File: config.mk
export PLATFORM = sky130hd
export DESIGN_NAME = pong_ctrl
export DESIGN_NICKNAME = d
export VERILOG_FILES = /design/src/rtl/pong_ctrl.sv
export SDC_FILE = /design/constraint.sdc
export NUM_CORES = 1
export LEC_CHECK = 0
export CAP_MARGIN = 20
export CORE_ASPECT_RATIO = 1.1
export CORE_MARGIN = 10
export CORE_UTILIZATION = 29
export DETAILED_ROUTE_END_ITERATION = 12
export PLACE_DENSITY_LB_ADDON = 0.25
export SYNTH_ARGS = -nofsm -noshare
export SYNTH_HDL_FRONTEND = slang
export SYNTH_SLANG_ARGS = --single-unit
File: constraint.sdc
create_clock -name clk -period 3.29 [get_ports clk]
set_input_delay 0.329 -clock clk [delete_from_list [all_inputs] [get_ports clk]]
set_output_delay 0.329 -clock clk [all_outputs]
set_load 0.01 [all_outputs]
File: src/rtl/pong_ctrl.sv
// Pong game control: pixel enable, colour compositor,
// paddle collision pulses and serve/play/score FSM.
module pong_ctrl #(
  parameter int CLK_DIV      = 2,
  parameter int COLOR_W      = 8,
  parameter int SCORE_W      = 4,
  parameter int WIN_SCORE    = 9,
  parameter int SERVE_FRAMES = 60,
  parameter logic [COLOR_W-1:0] BALL_COLOR   = 8'hFF,
  parameter logic [COLOR_W-1:0] PADDLE_COLOR = 8'h1C,
  parameter logic [COLOR_W-1:0] BG_COLOR     = 8'hB6
) (
  input  logic               clk,
  input  logic               rst_n,
  output logic               pix_en,
  input  logic               vblank,
  input  logic               ball_valid,
  input  logic               lpad_valid,
  input  logic               rpad_valid,
  input  logic               bg_valid,
  input  logic               miss_left,
  input  logic               miss_right,
  input  logic               start,
  output logic [COLOR_W-1:0] rgb,
  output logic               ball_run,
  output logic               serve_dir,
  output logic               hit_left,
  output logic               hit_right,
  output logic [SCORE_W-1:0] score_l,
  output logic [SCORE_W-1:0] score_r,
  output logic [1:0]         winner,
  output logic [1:0]         state
);

  localparam int CW = (CLK_DIV > 1) ? $clog2(CLK_DIV) : 1;
  localparam int FW = (SERVE_FRAMES > 1) ? $clog2(SERVE_FRAMES) : 1;
  localparam logic [CW-1:0] CNT_MAX = CW'(CLK_DIV - 1);
  localparam logic [FW-1:0] FR_MAX = FW'(SERVE_FRAMES - 1);
  localparam logic [SCORE_W-1:0] WIN = SCORE_W'(WIN_SCORE);

  typedef enum logic [1:0] {
    IDLE  = 2'b00,
    SERVE = 2'b01,
    PLAY  = 2'b10,
    OVER  = 2'b11
  } state_t;

  logic [CW-1:0] cnt_q, cnt_d;
  logic          pix_en_q;

  state_t               state_q;
  logic [FW-1:0]        fcnt_q;
  logic [COLOR_W-1:0]   rgb_q, rgb_d;
  logic                 vblank_q, start_q;
  logic                 hl_lat_q, hr_lat_q;
  logic                 hit_l_q, hit_r_q;
  logic                 run_q, dir_q;
  logic [SCORE_W-1:0]   sl_q, sr_q;
  logic [1:0]           win_q;

  logic frame_start, start_rise, ball_vis, in_play;
  logic hl_eff, hr_eff, hl_det, hr_det;
  logic [SCORE_W-1:0] sl_inc, sr_inc;

  always_comb begin
    cnt_d = (cnt_q == CNT_MAX) ? '0 : cnt_q + CW'(1);
  end

  always_ff @(posedge clk) begin
    if (!rst_n) begin
      cnt_q    <= '0;
      pix_en_q <= 1'b0;
    end else begin
      cnt_q    <= cnt_d;
      pix_en_q <= (cnt_d == CNT_MAX);
    end
  end

  always_comb begin
    frame_start = vblank & ~vblank_q;
    start_rise  = start & ~start_q;
    in_play     = (state_q == PLAY);
    ball_vis    = ball_valid & ((state_q == SERVE) | in_play);
    // a new frame re-arms the latch in the same sample
    hl_eff      = hl_lat_q & ~frame_start;
    hr_eff      = hr_lat_q & ~frame_start;
    hl_det      = in_play & ball_valid & lpad_valid & ~hl_eff;
    hr_det      = in_play & ball_valid & rpad_valid & ~hr_eff;
    sl_inc      = sl_q + SCORE_W'(1);
    sr_inc      = sr_q + SCORE_W'(1);
  end

  always_comb begin
    rgb_d = '0;
    priority case (1'b1)
      ball_vis:                rgb_d = BALL_COLOR;
      lpad_valid | rpad_valid: rgb_d = PADDLE_COLOR;
      bg_valid:                rgb_d = BG_COLOR;
      default:                 rgb_d = '0;
    endcase
  end

  always_ff @(posedge clk) begin
    if (!rst_n) begin
      state_q  <= IDLE;
      fcnt_q   <= '0;
      rgb_q    <= '0;
      vblank_q <= 1'b0;
      start_q  <= 1'b0;
      hl_lat_q <= 1'b0;
      hr_lat_q <= 1'b0;
      hit_l_q  <= 1'b0;
      hit_r_q  <= 1'b0;
      run_q    <= 1'b0;
      dir_q    <= 1'b1;
      sl_q     <= '0;
      sr_q     <= '0;
      win_q    <= 2'b00;
    end else if (pix_en_q) begin
      vblank_q <= vblank;
      start_q  <= start;
      rgb_q    <= rgb_d;
      hl_lat_q <= hl_eff | hl_det;
      hr_lat_q <= hr_eff | hr_det;
      hit_l_q  <= hl_det;
      hit_r_q  <= hr_det;
      unique case (state_q)
        IDLE: begin
          if (start_rise) begin
            state_q <= SERVE;
            fcnt_q  <= '0;
          end
        end
        SERVE: begin
          if (frame_start) begin
            if (fcnt_q == FR_MAX) begin
              state_q <= PLAY;
              run_q   <= 1'b1;
            end else begin
              fcnt_q <= fcnt_q + FW'(1);
            end
          end
        end
        PLAY: begin
          // left miss wins a tie with a simultaneous right miss
          if (miss_left) begin
            sr_q   <= sr_inc;
            dir_q  <= 1'b0;
            run_q  <= 1'b0;
            fcnt_q <= '0;
            if (sr_inc == WIN) begin
              state_q <= OVER;
              win_q   <= 2'b10;
            end else begin
              state_q <= SERVE;
            end
          end else if (miss_right) begin
            sl_q   <= sl_inc;
            dir_q  <= 1'b1;
            run_q  <= 1'b0;
            fcnt_q <= '0;
            if (sl_inc == WIN) begin
              state_q <= OVER;
              win_q   <= 2'b01;
            end else begin
              state_q <= SERVE;
            end
          end
        end
        OVER: begin
          if (start_rise) begin
            sl_q    <= '0;
            sr_q    <= '0;
            win_q   <= 2'b00;
            dir_q   <= 1'b1;
            fcnt_q  <= '0;
            state_q <= SERVE;
          end
        end
      endcase
    end
  end

  assign pix_en    = pix_en_q;
  assign rgb       = rgb_q;
  assign ball_run  = run_q;
  assign serve_dir = dir_q;
  assign hit_left  = hit_l_q;
  assign hit_right = hit_r_q;
  assign score_l   = sl_q;
  assign score_r   = sr_q;
  assign winner    = win_q;
  assign state     = state_q;

endmodule
==> flow_summary.json <==
{
  "finalNetCount": 245,
  "dp_slack_ns": 1.20,
  "yosysWarnings": 0,
  "num_rows": 29,
  "first_iter_violations": 66,
  "grt_pass1_vias": 1433,
  "start_util": 0.299,
  "synth.area.top_cells": "dfxtp_1 36%, ha_1 6.5%, o21ai_0 4.1%",
  "antenna_found_initial": 0,
  "seq_area_sq_um": 621,
  "path_buf_inv": 1,
  "clk-insertion-delay-late_ns": 0.28,
  "wl_per_cell_um": 13.3,
  "synth_flop_cell": "dfxtp_1",
  "tightest_slew_ns": 0.627,
  "finalCriticalPeriod_ns": 1.84,
  "synth_seq_cells": 31,
  "layout-drive-gt1-share": 0.0925,
  "syn_avg_cell_area_sq_um": 8.90,
  "layout_common_cells": "34 x clkdlybuf4s50_1, 31 x dfxtp_1, 18 x nand2_1",
  "crit_path_cell_trace": "inv_1, ha_1, nand2b_4, o221ai_4, nor2_1, a21oi_1, a41o_1",
  "viasPerCell": 4.84,
  "portBuffers": 34,
  "gp_congestion": 0.787,
  "grt_usage": 0.0871,
  "finalSetupTns_ns": 0,
  "yosysTopAreaCell": "dfxtp_1",
  "maxSlewHeadroom": 0.578,
  "grt_start_max_net_pins": 32,
  "path_max_fanout": 8,
  "cpLargestDelayFamily": "compound AO/OA/AOI/OAI gates",
  "firstDrtPassIters": 4,
  "ctsResizeCount": 0,
  "ios": 35,
  "cp_slowest_cell": "dfxtp_1",
  "rrSetupSlack_ns": 1.45,
  "cp.required_ns": 3.47,
  "ys_seq_area_frac": 0.359,
  "p_leak_uw": 0.000855,
  "syn_nets": 213,
  "diodes": 0,
  "h-tree-depth": 2,
  "multi_input_area_sq_um": 983,
  "hold_class": "reg -> reg",
  "fp.dieH_um": 101,
  "timing.fmax_mhz": 542,
  "synth_edf_count": 0,
  "clockBufferDepth": 2,
  "overflow": 0,
  "critPathLaunchType": "register",
  "syn_inst": 194,
  "post-route-period-util": 0.560,
  "worst_ir_drop_vdd_mv": 0.191,
  "cts_tree": "built",
  "final_common_cell": "clkdlybuf4s50_1",
  "cts_buffers": 5,
  "async_flop_share": 0,
  "area_growth_pct": 26.9,
  "crit_type": "reg -> reg",
  "hold_viol_final": 0,
  "powerDensity_nw_per_um2": 355,
  "cts_setup_buffers": 0,
  "synth_area_sq_um": 1730,
  "rsz0062_at_grt": "no",
  "ys_types": 48,
  "arrival_ns": 2.02,
  "nFillCells": 586,
  "slew_viol_final": 0,
  "synth.top_cell.area_share": 0.359,
  "ant_nets": 0,
  "grt_pass1_wl_mm": 6.71,
  "end_kind": "register",
  "finalWirelength_mm": 4.05,
  "fin_hold_ws_ns": 0.461,
  "postCtsHoldBufs": 0,
  "vias": 1471,
  "status": "finished, final reports clean",
  "dieArea_sq_um": 9440,
  "p_total_uw": 778,
  "setup_violations": 0,
  "final_core_util": 0.380,
  "max_stage_delay_ns": 0.44,
  "clock-sinks": 31,
  "drv_cap": 0,
  "cts_root_buffer": "clkbuf_8",
  "clk_pin_slew_ns": 0.07,
  "hpwl_mm": 3.05,
  "setup_slack_ns": 1.45,
  "core_sq_um": 5770,
  "die_w_um": 93.6,
  "clock_skew_ns": 0.00332,
  "drc": 0
}
-- registers in the layout, summed over array words and instances (netlist names) --
signal     count
vblank_q       1
hit_right      1
fcnt_q         6
serve_dir      1
pix_en         1
start_q        1
hit_left       1
score_l        4
hr_lat_q       1
winner         2
state          2
score_r        4
ball_run       1
rgb            4
hl_lat_q       1
-- layout make-up --
cell class / instances / area share
Sequential cell: 31 / 0.283
Clock buffer: 5 / 0.0314
Tap cell: 77 / 0.0440
Multi-Input combinational cell: 139 / 0.449
Clock inverter: 3 / 0.00685
Timing Repair Buffer: 36 / 0.162
Inverter: 13 / 0.0234
-- cell families after synthesis --
| family | synth area share |
|---|---|
| fa+ha+maj | 0.0652 |
| xor+xnor | 0.0203 |
| flops | 0.359 |
| mux | 0.0239 |
| buf+inv | 0.0710 |
| compound gates | 0.238 |
| simple gates | 0.222 |
-- metal layers --
metal,wire [um],track usage
met1,1810,0.101
met2,1950,0.143
met3,228,0.0306
met4,65,0.0363
met5,0,0
-- where the power goes --
group / switching, uW / internal, uW
Clock: 147 / 145
Sequential: 7.13 / 383
Combinational: 50.3 / 45.6
Total: 205 / 574
-- final timing paths --
check / start / endpoint / depth (start not counted)
setup reg to reg: state[0]$_SDFFE_PN0P_ / fcnt_q[2]$_SDFFE_PN0P_ / 7
hold / removal: hit_left$_SDFFE_PN0P_ / hit_left$_SDFFE_PN0P_ / 1
hold reg to reg: hit_left$_SDFFE_PN0P_ / hit_left$_SDFFE_PN0P_ / 1
setup / recovery: state[0]$_SDFFE_PN0P_ / fcnt_q[2]$_SDFFE_PN0P_ / 7
-- synthesized netlist by cell type, types with 2 or more instances --
cell type / number
a21boi_0: 3
buf_4: 4
o211a_1: 2
nor2_1: 11
xnor2_1: 4
a21oi_1: 9
clkbuf_1: 5
dfxtp_1: 31
nand2_1: 18
a41o_1: 3
o211ai_1: 3
inv_1: 12
o21ai_0: 14
o221ai_1: 2
buf_6: 2
ha_1: 9
a21o_1: 3
nand4_1: 5
nand3b_1: 2
and3_1: 4
and3b_1: 2
and2_1: 3
o221a_2: 4
mux2i_1: 3
nor2b_1: 9
nand3_1: 5
-- stage by stage --
step           std cells  instance area (sq um)
2_1_floorplan        194                   1730
3_3_place_gp         296                   2110
3_5_place_dp         296                   2110
4_1_cts              304                   2190
5_1_grt              304                   2190
6_report             304                   2190
-- worst reg2reg max path: stages, from the launching register on --
cell and delay, ns:
dfxtp_1 0.44, inv_1 0.07, ha_1 0.31, nand2b_4 0.15
o221ai_4 0.17, nor2_1 0.28, a21oi_1 0.11, a41o_1 0.20
Note: power is estimated with default switching activity, not from simulation.
